--- src/rtl/str_to_bus_deser_pkg.sv ---
// Shared types and constants for the byte-stream to address/data bus deserializer.
// Holds the bus payload, the byte-array view of it, the FSM states and the byte-order mapping.
package str_to_bus_deser_pkg;

    localparam int unsigned BYTE_W  = 8;
    localparam int unsigned PKT_LEN = 8;
    localparam int unsigned CNT_W   = $clog2(PKT_LEN);
    localparam int unsigned ADR_W   = 32;
    localparam int unsigned DAT_W   = 32;

    localparam logic [CNT_W-1:0] LAST_IDX = CNT_W'(PKT_LEN - 1);

    // Byte k of a packet lands in element SLOT_BASE - k, so the first byte is most significant.
    localparam logic [CNT_W-1:0] SLOT_BASE = CNT_W'(PKT_LEN - 1);

    typedef struct packed {
        logic [ADR_W-1:0] adr;
        logic [DAT_W-1:0] dat;
    } t_bus;

    typedef logic [PKT_LEN-1:0][BYTE_W-1:0] t_str;

    typedef union packed {
        t_bus b;
        t_str s;
    } t_uni;

    typedef enum logic [0:0] {
        COL = 1'b0,
        DRP = 1'b1
    } t_state;

    function automatic logic [CNT_W-1:0] byte_slot(input logic [CNT_W-1:0] k);
        return SLOT_BASE - k;
    endfunction

endpackage

--- src/rtl/str_bus_oreg.sv ---
// One-entry valid/ready output register holding an assembled bus word.
// A load in the same cycle as a transfer keeps valid high with the new word.
module str_bus_oreg
    import str_to_bus_deser_pkg::*;
(
    input  logic clk,
    input  logic rst_n,
    input  logic i_load,
    input  t_bus i_bus,
    input  logic i_rdy,
    output logic o_vld,
    output t_bus o_bus
);

    logic r_vld;
    t_bus r_bus;

    always_ff @(posedge clk or negedge rst_n) begin
        if (!rst_n) begin
            r_vld <= 1'b0;
            r_bus <= '0;
        end else if (i_load) begin
            r_vld <= 1'b1;
            r_bus <= i_bus;
        end else if (r_vld && i_rdy) begin
            r_vld <= 1'b0;
        end
    end

    assign o_vld = r_vld;
    assign o_bus = r_bus;

endmodule

--- src/rtl/str_to_bus_deser.sv ---
// Collects 8-byte packets from a byte stream into an address/data bus word,
// dropping mis-framed packets and counting delivered packets and framing errors.
module str_to_bus_deser
    import str_to_bus_deser_pkg::*;
#(
    parameter int unsigned PCW = 16,
    parameter int unsigned ECW = 8
) (
    input  logic             clk,
    input  logic             rst_n,
    input  logic             in_vld,
    output logic             in_rdy,
    input  logic [7:0]       in_dat,
    input  logic             in_lst,
    output logic             out_vld,
    input  logic             out_rdy,
    output t_bus             out_bus,
    output logic             err,
    output logic [PCW-1:0]   pkt_cnt,
    output logic [ECW-1:0]   err_cnt
);

    t_state           r_state;
    t_state           w_state_nxt;
    logic [CNT_W-1:0] r_cnt;
    logic [CNT_W-1:0] w_cnt_nxt;
    t_uni             r_asm;
    t_uni             w_asm_nxt;
    t_uni             w_asm_fill;
    logic             w_acc;
    logic             w_load;
    logic             w_err_set;
    logic             w_out_vld;
    logic             r_err;
    logic [PCW-1:0]   r_pkt_cnt;
    logic [ECW-1:0]   r_err_cnt;

    // Stall only the final byte while a previous word is still waiting downstream.
    assign in_rdy = !((r_state == COL) && (r_cnt == LAST_IDX) && w_out_vld && !out_rdy);
    assign w_acc  = in_vld && in_rdy;

    always_comb begin
        w_asm_fill = r_asm;
        w_asm_fill.s[byte_slot(r_cnt)] = in_dat;
    end

    always_comb begin
        w_state_nxt = r_state;
        w_cnt_nxt   = r_cnt;
        w_asm_nxt   = r_asm;
        w_load      = 1'b0;
        w_err_set   = 1'b0;
        case (r_state)
            COL: begin
                if (w_acc) begin
                    if (r_cnt == LAST_IDX) begin
                        w_cnt_nxt = '0;
                        w_asm_nxt = '0;
                        if (in_lst) begin
                            w_load = 1'b1;
                        end else begin
                            w_err_set   = 1'b1;
                            w_state_nxt = DRP;
                        end
                    end else if (in_lst) begin
                        w_err_set = 1'b1;
                        w_cnt_nxt = '0;
                        w_asm_nxt = '0;
                    end else begin
                        w_cnt_nxt = r_cnt + CNT_W'(1);
                        w_asm_nxt = w_asm_fill;
                    end
                end
            end
            DRP: begin
                if (w_acc && in_lst) begin
                    w_state_nxt = COL;
                    w_cnt_nxt   = '0;
                end
            end
            default: begin
                w_state_nxt = COL;
                w_cnt_nxt   = '0;
            end
        endcase
    end

    always_ff @(posedge clk or negedge rst_n) begin
        if (!rst_n) begin
            r_state <= COL;
            r_cnt   <= '0;
            r_asm   <= '0;
        end else begin
            r_state <= w_state_nxt;
            r_cnt   <= w_cnt_nxt;
            r_asm   <= w_asm_nxt;
        end
    end

    // Error pulse and counters; packet count wraps, error count saturates.
    always_ff @(posedge clk or negedge rst_n) begin
        if (!rst_n) begin
            r_err     <= 1'b0;
            r_pkt_cnt <= '0;
            r_err_cnt <= '0;
        end else begin
            r_err <= w_err_set;
            if (w_load) begin
                r_pkt_cnt <= r_pkt_cnt + PCW'(1);
            end
            if (w_err_set && (r_err_cnt != {ECW{1'b1}})) begin
                r_err_cnt <= r_err_cnt + ECW'(1);
            end
        end
    end

    str_bus_oreg u_oreg (
        .clk    (clk),
        .rst_n  (rst_n),
        .i_load (w_load),
        .i_bus  (w_asm_fill.b),
        .i_rdy  (out_rdy),
        .o_vld  (w_out_vld),
        .o_bus  (out_bus)
    );

    assign out_vld = w_out_vld;
    assign err     = r_err;
    assign pkt_cnt = r_pkt_cnt;
    assign err_cnt = r_err_cnt;

endmodule

--- config.mk ---
export PLATFORM = sky130hd
export DESIGN_NAME = str_to_bus_deser
export DESIGN_NICKNAME = d
export VERILOG_FILES = /design/src/rtl/str_to_bus_deser_pkg.sv /design/src/rtl/str_bus_oreg.sv /design/src/rtl/str_to_bus_deser.sv
export SDC_FILE = /design/constraint.sdc
export NUM_CORES = 1
export LEC_CHECK = 0
export ABC_AREA = 1
export CORE_UTILIZATION = 35
export CTS_BUF_LIST = sky130_fd_sc_hd__clkbuf_16
export CTS_CLUSTER_DIAMETER = 100
export CTS_CLUSTER_SIZE = 14
export DETAILED_ROUTE_END_ITERATION = 10
export MAX_ROUTING_LAYER = met4
export SKIP_LAST_GASP = 1
export SYNTH_ARGS = -nofsm -noshare
export SYNTH_HDL_FRONTEND = slang
export SYNTH_HIERARCHICAL = 1
export SYNTH_SLANG_ARGS = --single-unit
--- constraint.sdc ---
create_clock -name clk -period 2.1 [get_ports clk]
set_input_delay 0.525 -clock clk [delete_from_list [all_inputs] [get_ports clk]]
set_output_delay 0.525 -clock clk [all_outputs]
set_load 0.005 [all_outputs]
# After elaboration in Yosys (flattened, before gate mapping)
# Index checks and enable logic that the tools add are counted.
# W data, S select, Z words.
# op_classes
magnitude_cmp,2
add_sub_neg,4
muxes,24
eq_ne,4
reduce_logical,13
n_bitwise,1
# ops
cell,n
$mux W64,2
$bwmux W64,1
$demux W8 S3,1
$add A16 B1 Y16 const B,1
$mux W1,13
$mux W3,4
$add A8 B1 Y8 const B,1
$logic_and A1 B1 Y1,8
$mux W8,1
$ne A8 B8 Y1 const B,1
$pmux W3 S2,1
$lt A3 B4 Y1 const B,1
$reduce_and A2 Y1,2
$add A3 B1 Y3 const B,1
$eq A3 B3 Y1 const B,1
$ge A3 B1 Y1 const B,1
$sub A3 B3 Y3 const A,1
$logic_not A1 Y1,2
$ne A2 B1 Y1 const B,1
$ne A2 B2 Y1 const B,1
$pmux W1 S2,1
$reduce_bool A2 Y1,1
$not A1 Y1,1
# word_totals
out_inout_bits,91
reg_bits,158
word_cells,57
in_bits,13

# Longest topological paths before layout
# logic_depth
ltp_word,9
ltp_mapped,11
mapped_depth_nobuf,9

# Hierarchy
# The synthesis kept the hierarchy.
# by_module_without_submodules
mod,seq_area_each_um2,cells_per_inst,area_each_um2,n_inst
str_to_bus_deser,2327.2,654,4879.7,1
str_bus_oreg,1626.6,275,2517.4,1

# Least setup slack after synthesis
# No wires, ideal clock.
# synth_path
kind,register -> register
startpoint,reg r_cnt[0]
endpoint,"reg u_oreg.r_bus, in the netlist u_oreg/o_bus[48]"
path_slack_ns,0.203
required_time_ns,1.984
stages_incl_launch_ff,11
path_buffers,3
setup_ns,0.116
arrival_time_ns,1.781
period_less_slack_ns,1.897
cell_sequence,dfrtp_1 ha_1 ha_1 ha_1 nand4_1 inv_1 buf_2 buf_4 clkbuf_8 nand2_1 nand2_1
# synth_via
elab_chain_len,8
elab_cells_between_ends,16
classes_between,add/sub: 1; order compare: 2; eq/ne: 1; mux: 6; reduce/logical: 6
# synth_rtl
element,line_no,rtl
start: declaration,str_to_bus_deser.sv:25,logic [CNT_W-1:0] r_cnt;
start signal: assignment,str_to_bus_deser.sv:95,r_cnt <= w_cnt_nxt;
$eq A3 B3 Y1 (*),"str_to_bus_deser.sv:39, str_to_bus_deser.sv:56",
$logic_and A1 B1 Y1 (3 in series),str_to_bus_deser.sv:39,assign in_rdy = !((r_state == COL) && (r_cnt == LAST_IDX) && w_out_vld && !out_rdy);
$logic_not A1 Y1,str_to_bus_deser.sv:39,
$logic_and A1 B1 Y1,str_to_bus_deser.sv:40,assign w_acc = in_vld && in_rdy;
$mux W1 (*),str_to_bus_deser.sv:55,if (w_acc) begin
$mux W1 (*),str_to_bus_deser.sv:53,case (r_state)
named net w_load,str_to_bus_deser.sv:31,logic w_load;
end signal: assignment,str_bus_oreg.sv:24,r_bus <= i_bus;
end: declaration,str_bus_oreg.sv:16,t_bus r_bus;
# The timed path passes the listed nets; every way through them passes the cells marked *.
# A chain may end at the register's enable or synchronous reset.

# Worst setup path in the final report
# layout_path
startpoint,reg r_cnt[0]
endpoint,out in_rdy
# layout_via
elab_chain_len,5
# layout_rtl
element,line_no,rtl
$eq A3 B3 Y1,str_to_bus_deser.sv:39,
$logic_and A1 B1 Y1 (3 in series),str_to_bus_deser.sv:39,
$logic_not A1 Y1,str_to_bus_deser.sv:39,
end: declaration,str_to_bus_deser.sv:12,"output logic in_rdy,"
# No other way between the ends.

==> impl_metrics.py <==
metrics = {
    "run_status": {
        "run_status": "completed",
    },
    "clock_tree": {
        "ctsRootBufferMaster": "sky130_fd_sc_hd__clkbuf_16",
        "post_cts_hold_buffer_count": 0,
        "cts_tree": "done",
        "clock_latency_on_the_worst_skew_pair_ns": 0.42,
        "htree_levels": 4,
        "clock_sink_count": 158,
        "clk_pin_slew_ns": 0.07,
        "tritoncts_buffers": 17,
        "clockBufferDepth": 2,
    },
    "sta": {
        "grt_setup_unrepaired": "no",
        "setup-violations-final": 0,
        "final_min_period_over_clock_period_pct": 96.19,
        "hold_viol": 0,
        "slew_headroom_pct": 59.33,
        "max_freq_mhz": 495.1,
        "finalClockSkew_ns": 0.008604,
        "maxSlewViolCount": 0,
        "worstMarginPinSlew_ns": 0.6084,
        "final.min_clock_period_ns": 2.020,
    },
    "floorplan": {
        "initial_core_util_pct": 36.09,
        "fp.coreArea_mm2": 0.02049,
        "die-area_mm2": 0.02172,
        "die_h_um": 147.4,
        "die_x_um": 147.4,
        "standard_cell_row_count": 52,
        "num_io_pins": 104,
    },
    "logic_synthesis": {
        "postSynth.asyncResetShare_pct": 100.0,
        "synth_nets": 948,
        "avgSynthCellArea_um2": 7.962,
        "netlist_instances": 929,
        "synth_seq_cells": 158,
        "netlist_area_mm2": 0.007397,
        "synth-edff-count": 0,
        "ys.warnings.count": 6,
        "yosys.cell_types.count": 23,
        "synth-seq-area-share_pct": 53.45,
        "dominantRegCellSynth": "sky130_fd_sc_hd__dfrtp_1",
    },
    "global_routing": {
        "grt_first_pass_wirelength_mm": 29.61,
        "antenna_violations_before_repair": 0,
        "grt_pass1_vias": 5822,
        "grt_usage_pct": 17.95,
        "pin_count_of_the_biggest_net_entering_global_routing": 59,
        "overall_overflow_remaining_after_global_route": 0,
    },
    "pwr": {
        "power.share.clock_pct": 44.2,
        "power-per-cell-area_mw_per_mm2": 769.2,
        "seqPwrFrac_pct": 45.1,
        "leakage_dissipation_nw": 4.937,
        "power_w": 0.007274,
        "power_switching_share_pct": 25.95,
        "power.net_switching_w": 0.001888,
        "internal-power_w": 0.005386,
        "pwr-share-comb_pct": 10.7,
        "ir_worst_vdd_v": 0.0005096,
    },
    "cells_and_area": {
        "layout-area-overhead-vs-synth_pct": 27.84,
        "finish.cell_count_without_fillers": 1330,
        "antennaDiodeCount": 0,
        "commonest_non_fill_non_tap_cells_in_the_layout": "sky130_fd_sc_hd__nand2_1 (466), sky130_fd_sc_hd__dfrtp_1 (158), sky130_fd_sc_hd__clkdlybuf4s50_1 (101), sky130_fd_sc_hd__o21ai_0 (76), sky130_fd_sc_hd__inv_1 (74)",
        "final_cell_area_mm2": 0.009457,
        "post_route_cells_drive_above_1_share_pct": 7.075,
        "most_frequent_standard_cell_in_the_layout_excluding_fill_and_tap_cells": "sky130_fd_sc_hd__nand2_1",
        "design.final.nets": 1066,
    },
    "setup_path": {
        "timing.critical_path.to_type": "primary output",
        "worst_setup_path_class": "flop to primary output",
        "required_ns": 1.57,
        "arrival_ns": 1.49,
        "crit_path_start_kind": "flop",
        "critical_path.max_fanout": 2,
    },
    "detailed_routing": {
        "routed_wirelength_mm": 18.05,
        "detail-route-antenna-nets": 0,
        "drt_pass1_iterations": 7,
        "dr_wl_cell_um": 13.57,
        "detail_route.iter0.violations": 380,
        "dr_total_vias": 6078,
        "drt-vias-per-instance": 4.570,
        "drt_drc_violations_left": 0,
    },
    "min_path": {
        "hold_path_class": "primary input to async pin",
    },
    "placed_design": {
        "hpwlAfterDp_mm": 11.85,
        "gp_congestion": 0.7955,
        "detailed_place.area_mm2": 0.008838,
        "dp.cells": 1298,
        "port_buffers": 103,
    },
    "flow_run": {
        "cap_viol_max_count": 0,
    },
}
-- cell type report --
cell class | count | area, um^2
multi-input cells | 655 | 2880
clock buffers | 17 | 425.4
well taps | 270 | 337.8
clock inverters | 15 | 186.4
flip-flops and latches | 158 | 3954
repair buffers | 138 | 1384
inverters | 77 | 289.0
fillers | 2050 | 11040
-- layer usage --
layer	part of all wire, %	wire length [um]	track usage [%]	vias to the layer above
met3	3.1	562	3.519	13
met1	48	8716	23.16	2851
met5	0	0	-	-
met4	0.89	161	4.897	0
li1	-	-	-	3115
met2	48	8610	28.80	99
-- what timing repair did --
| item | CTS | global route |
|---|---|---|
| setup endpoints to repair | 1 | 2 |
| resized for setup | 4 | 1 |
| setup buffers | 0 | 0 |
| gates cloned | 0 | 0 |
-- worst paths after layout --
| kind | slack, ns | cells past startpoint | endpoint | from |
|---|---|---|---|---|
| setup / recovery | 0.08 | 4 | in_rdy | r_cnt[0] |
| setup reg to reg | 0.23 | 10 | err_cnt[6] | r_cnt[0] |
| hold reg to reg | 0.47 | 2 | u_oreg/o_bus[10] | u_oreg/o_bus[10] |
| max in group asynchronous | 1.35 | 2 | u_oreg/o_bus[5] | rst_n |
| min in group clk | 0.47 | 2 | u_oreg/o_bus[10] | u_oreg/o_bus[10] |
| hold / removal | 0.05 | 1 | u_oreg/o_bus[51] | rst_n |
-- Yosys cell counts, drive strengths merged, types with 3 or more instances --
cell type | count | area, um^2
buf | 31 | 224.0
clkbuf | 8 | 60.06
dfrtp | 158 | 3954
ha | 6 | 75.07
inv | 77 | 289.0
nand2 | 467 | 1753
nand3 | 20 | 105.1
nand3b | 5 | 37.54
nand4 | 7 | 43.79
nor2 | 22 | 82.58
o21a | 40 | 300.3
o21ai | 76 | 380.4
xnor2 | 3 | 26.28
xor2 | 5 | 43.79
-- worst max-delay path, stage by stage, from the launching register on --
cell	delay, ns
sky130_fd_sc_hd__dfrtp_1	0.38
sky130_fd_sc_hd__ha_1	0.20
sky130_fd_sc_hd__ha_2	0.20
sky130_fd_sc_hd__nand3_2	0.08
sky130_fd_sc_hd__clkdlybuf4s15_2	0.22
-- cell families after synthesis --
kind of cell,Yosys count,share of synthesized area [%]
AO/OA/AOI/OAI,117,9.269
flip-flops,158,53.45
adder cells (fa/ha/maj),6,1.015
AND/OR/NAND/NOR,524,27.57
buffers and inverters,116,7.747
XOR/XNOR,8,0.9473
-- power by group through the flow --
stage	Clock (W)	Sequential, W	Combinational, W
5_1_grt	0.00342	0.00330	0.000872
3_5_place_dp	0	0.00333	0.000780
4_1_cts	0.00330	0.00328	0.000785
3_3_place_gp	0	0.00333	0.000768
2_1_floorplan	0	0.00333	0.000416
6_report	0.00322	0.00328	0.000776
-- per-stage QoR --
stage               utilization, %  setup slack (ns)  hold WS [ns]  setup TNS (ns)
global route                 46.14          0.004941       0.09550               0
global placement             43.13           -0.1595        0.4553          -3.813
CTS                          46.13           0.04196       0.08263               0
floorplan                        -            0.2025        0.2294               0
detailed placement           43.13           -0.1360        0.4570          -3.561
finish                       46.14           0.08010       0.05455               0
-- state kept, by name (all words and copies together), names as in the netlist --
signal        cells
pkt_cnt          16
r_state           1
err_cnt           8
err               1
r_asm            64
u_oreg/o_vld      1
r_cnt             3
u_oreg/o_bus     64
Note: power is estimated with default switching activity, not from simulation.
